[src/rtl/decoder_nx2n_scan.sv]
// decoder_nx2n_scan: registered N-to-2^N one-hot decoder with two modes.
//   direct: D follows sel with one cycle of latency.
//   scan:   the active line walks through all 2^N lines, each held for
//           dwell+1 cycles, with a one-cycle wrap pulse on 2^N-1 -> 0.
// Optional build macro DECODER_ACTIVE_LOW_EN inverts D (active line low,
// idle/reset all-ones); idx and wrap keep their polarity.
// D, idx and wrap come straight from flops. D is stored already in its
// output polarity so that no logic sits between the flops and the port.
module decoder_nx2n_scan #(
  parameter int N       = 3,
  parameter int DWELL_W = 16
) (
  input  logic                 clk,
  input  logic                 rst,
  input  logic                 en,
  input  logic                 mode,
  input  logic [N-1:0]         sel,
  input  logic [DWELL_W-1:0]   dwell,
  output logic [(1<<N)-1:0]    D,
  output logic [N-1:0]         idx,
  output logic                 wrap
);

  localparam int W = 1 << N;

`ifdef DECODER_ACTIVE_LOW_EN
  localparam logic [W-1:0] D_OFF = {W{1'b1}};
`else
  localparam logic [W-1:0] D_OFF = {W{1'b0}};
`endif

  localparam logic [DWELL_W-1:0] CNT_ONE = DWELL_W'(1);
  localparam logic [N-1:0]       IDX_ONE = N'(1);
  localparam logic [N-1:0]       IDX_MAX = {N{1'b1}};

  typedef enum logic [1:0] {
    ST_IDLE   = 2'd0,
    ST_DIRECT = 2'd1,
    ST_SCAN   = 2'd2
  } state_t;

  // One-hot line pattern for index i, already in output polarity.
  function automatic logic [W-1:0] line_drive(input logic [N-1:0] i);
    logic [W-1:0] v;
    v = {W{1'b0}};
    for (int b = 0; b < W; b++) begin
      if (b == int'(i)) begin
        v[b] = 1'b1;
      end else begin
        v[b] = 1'b0;
      end
    end
`ifdef DECODER_ACTIVE_LOW_EN
    return ~v;
`else
    return v;
`endif
  endfunction

  state_t               state_r, state_s;
  logic [W-1:0]         d_r, d_s;
  logic [N-1:0]         idx_r, idx_s;
  logic                 wrap_r, wrap_s;
  logic [DWELL_W-1:0]   cnt_r, cnt_s;
  logic [N-1:0]         step_idx_s;

  // Next index when the scan advances; wraps naturally at N bits.
  always_comb begin
    step_idx_s = idx_r + IDX_ONE;
  end

  // Next-state and next-output logic for the IDLE/DIRECT/SCAN controller.
  always_comb begin
    state_s = state_r;
    d_s     = d_r;
    idx_s   = idx_r;
    wrap_s  = 1'b0;
    cnt_s   = cnt_r;
    if (!en) begin
      // Disabled from any state: lines off, idx keeps its last value.
      state_s = ST_IDLE;
      d_s     = D_OFF;
    end else if (!mode) begin
      state_s = ST_DIRECT;
      idx_s   = sel;
      d_s     = line_drive(sel);
    end else begin
      state_s = ST_SCAN;
      case (state_r)
        ST_SCAN: begin
          if (cnt_r != {DWELL_W{1'b0}}) begin
            cnt_s = cnt_r - CNT_ONE;
          end else begin
            // Step to the next line; dwell is re-sampled on every step.
            idx_s  = step_idx_s;
            d_s    = line_drive(step_idx_s);
            cnt_s  = dwell;
            wrap_s = (idx_r == IDX_MAX);
          end
        end
        default: begin
          // Scan entry (from IDLE or DIRECT) restarts from sel.
          idx_s = sel;
          d_s   = line_drive(sel);
          cnt_s = dwell;
        end
      endcase
    end
  end

  // State and output registers with synchronous active-high reset.
  always_ff @(posedge clk) begin
    if (rst) begin
      state_r <= ST_IDLE;
      d_r     <= D_OFF;
      idx_r   <= {N{1'b0}};
      wrap_r  <= 1'b0;
      cnt_r   <= {DWELL_W{1'b0}};
    end else begin
      state_r <= state_s;
      d_r     <= d_s;
      idx_r   <= idx_s;
      wrap_r  <= wrap_s;
      cnt_r   <= cnt_s;
    end
  end

  assign D    = d_r;
  assign idx  = idx_r;
  assign wrap = wrap_r;

endmodule

[config.mk]
export PLATFORM = sky130hd
export DESIGN_NAME = decoder_nx2n_scan
export DESIGN_NICKNAME = d
export VERILOG_FILES = /design/src/rtl/decoder_nx2n_scan.sv
export SDC_FILE = /design/constraint.sdc
export NUM_CORES = 1
export LEC_CHECK = 0
export CORE_AREA = 3 3 82 84
export DETAILED_ROUTE_END_ITERATION = 7
export DIE_AREA = 0 0 85 87
export HOLD_SLACK_MARGIN = 0.06
export PLACE_DENSITY = 0.48
export SLEW_MARGIN = 10
export SYNTH_ARGS = -nofsm -noshare
export SYNTH_HDL_FRONTEND = slang
export SYNTH_SLANG_ARGS = --single-unit
export TNS_END_PERCENT = 10
[constraint.sdc]
create_clock -name clk -period 2.6 [get_ports clk]
set_input_delay 0.52 -clock clk [delete_from_list [all_inputs] [get_ports clk]]
set_output_delay 0.52 -clock clk [all_outputs]
set_load 0.01 [all_outputs]
==> reports/qor.csv <==
metric,value,unit
final setup fails,0,
H-Tree Depth,2,
post-route ant nets,0,
final period utilization,0.810,
sequential fraction of the synthesis area,0.330,
fill count,650,
status,completed,
post-CTS setup buffer count,0,
worst path arrival time,2.28,ns
slew margin rel.,0.696,
library cells used by synthesis,49,
cell taking the most area after synthesis,dfxtp_1,
Max Cap Viol,0,
drc violations,0,
Comb pwr share,0.217,
final hold violation count,0,
maximum clock rate,0.475,GHz
largest net degree at the start of global routing,22,
io pins,35,
"EDFF count, synth",0,
I/O Buffers,34,
worst slew pin tran,0.455,ns
final WL,5000,µm
total clock sinks,30,
Non-Filler Instances,334,
routed vias,1777,
GPL Wtd Cong,0.757,
Final nets,289,
RSZ-0062 raised after global routing,false,
Final Critical Period,2.11,ns
CTS Buf Count,5,
# resized after CTS,0,
ys flop type,dfxtp_1,
Mean Syn Cell Area,8.01,µm²
"Reg clk slew, reported paths",0.07,ns
internal power,0.891,mW
DIE AREA,7400,µm²
Total GRT Usage,0.146,
number of cells after detailed placement,326,
Max clock buf depth,2,
root buf cell,clkbuf_8,
Worst-Skew Late Latency,0.29,ns
HP Class,reg -> reg,
layout cells sized above 1,0.0965,
CTS tree,yes,
register bit total from synthesis,30,
YS warnings,0,
post-route setup TNS,0,ns
antenna cells,0,
GRT Residual Overflow,0,
Die Y,87,µm
gate count of the mapped netlist,227,
Row Count,28,
CP required,2.78,ns
via/cell ratio,5.32,
switching share of total power,0.293,
P_sw,0.369,mW
register share of total power,0.404,
startpoint types,flip-flop,
Crit. End Element,flip-flop,
Detailed Place HPWL,3590,µm
vias in the first global route,1791,
Starting Density,0.304,
dominant cells by area after synthesis,"dfxtp_1 33%, a31oi_1 6.2%, ha_1 5.5%",
core area,5990,µm²
crit path kind,reg -> reg,
clock power share,0.379,
starting DRC count in detailed routing,122,
Area Overhead vs Synth,28.1,%
Post-synth ARST share,0,
drt pass-1 iters,4,
"Cell Area, Synth",1820,µm²
CP max FO,6,
max-slew violations,0,
syn_nets,258,
DIE WIDTH,85,µm
antenna violations before repair,0,
LEAKAGE,0.838,nW
Clock Skews,0.00631,ns
wire per inst,15.0,µm
Post-CTS Hold Fix Bufs,0,
post-synth top area share,0.330,
Peak VDD IR,287,µV
first-pass GRT wire length,8690,µm
pwr dens,540,nW/µm²
[registers in the layout, summed over array words and instances (netlist names)]
| signal | flops |
|---|---|
| D | 8 |
| cnt_r | 16 |
| idx | 3 |
| state_r | 2 |
| wrap | 1 |
[cell usage after synthesis (2+ instances only)]
| cell | number |
|---|---|
| clkbuf_1 | 11 |
| o21ai_0 | 5 |
| buf_6 | 2 |
| ha_1 | 8 |
| a22oi_1 | 2 |
| a311oi_1 | 3 |
| nor4_1 | 5 |
| o31ai_1 | 2 |
| a21oi_1 | 10 |
| nor2_1 | 19 |
| or3_1 | 7 |
| nor3_1 | 12 |
| a31oi_1 | 18 |
| dfxtp_1 | 30 |
| o32ai_1 | 2 |
| nor4b_1 | 3 |
| nor3b_1 | 2 |
| nand2b_1 | 4 |
| buf_2 | 4 |
| a211oi_1 | 9 |
| mux2i_1 | 4 |
| nand3_1 | 17 |
| inv_1 | 8 |
| nand2_1 | 13 |
| and2_1 | 2 |
| and4_1 | 2 |
[cell type report]
type | count | area (µm²) | share of cell area
repair buffers | 42 | 400 | 0.172
flip-flops and latches | 30 | 601 | 0.258
clock buffers | 5 | 68.8 | 0.0295
inverters | 8 | 30.0 | 0.0129
multi-input cells | 171 | 1100 | 0.471
well taps | 75 | 93.8 | 0.0403
clock inverters | 3 | 40.0 | 0.0172
[layout by cell type, fill, tap and decap left out, drive strengths merged, types with 3 or more instances in the layout]
cell type and count:
a211oi 9, a21oi 10, a311oi 3, a31oi 18
buf 8, clkbuf 5, clkdlybuf4s50 34, dfxtp 30
ha 8, inv 8, mux2i 4, nand2 14
nand2b 5, nand3 17, nor2 20, nor3 12
nor4 6, nor4b 3, o21ai 6, or3 8
[worst max-delay path, stage by stage (launching register included)]
cell and delay, ns:
dfxtp_1 0.33, inv_1 0.12, ha_1 0.20, or3b_1 0.46
or3_1 0.42, o31a_1 0.25, o21ai_1 0.13, a31oi_1 0.08
[power by group through the flow]
stage,Sequential (mW),Combinational (mW),Clock (mW)
floorplan,0.515,0.179,0
global placement,0.520,0.276,0
detailed placement,0.519,0.274,0
CTS,0.509,0.276,0.491
global route,0.513,0.309,0.508
finish,0.509,0.273,0.478
[layer usage]
metal | track usage | wire length, µm | up-vias
met5 | 0 | 0 | -
met4 | 0.0590 | 81 | 0
met3 | 0.0454 | 245 | 8
met2 | 0.221 | 2220 | 42
met1 | 0.193 | 2450 | 818
li1 | - | - | 909
[path summary, 6_finish.rpt]
path | depth (start not counted) | to | slack, ns | from
max | 7 | cnt_r[12] | 0.49 | cnt_r[0]
min reg2reg | 2 | D[3] | 0.50 | D[3]
max reg2reg | 7 | cnt_r[12] | 0.49 | cnt_r[0]
min | 2 | D[3] | 0.50 | D[3]
[logic make-up (layout without fill, tap and decap cells)]
| group | count (synthesis) | count (layout) | share of synthesized area |
|---|---|---|---|
| AND/OR/NAND/NOR | 100 | 100 | 0.305 |
| buffers and inverters | 26 | 58 | 0.0667 |
| AO/OA/AOI/OAI | 59 | 59 | 0.221 |
| flip-flops | 30 | 30 | 0.330 |
| multiplexers | 4 | 4 | 0.0220 |
| adder cells (fa/ha/maj) | 8 | 8 | 0.0550 |
[metrics by stage]
stage               setup slack (ns)  utilization  hold slack [ns]  area (µm²)  total power, mW
floorplan                      0.657            -            0.463        1820            0.694
global placement               0.458        0.371            0.491        2220            0.796
detailed placement             0.456        0.371            0.490        2220            0.793
CTS                            0.498        0.389            0.501        2330             1.28
global route                   0.280        0.389            0.529        2330             1.33
finish                         0.495        0.389            0.498        2330             1.26
Note: power is estimated with default switching activity, not from simulation.
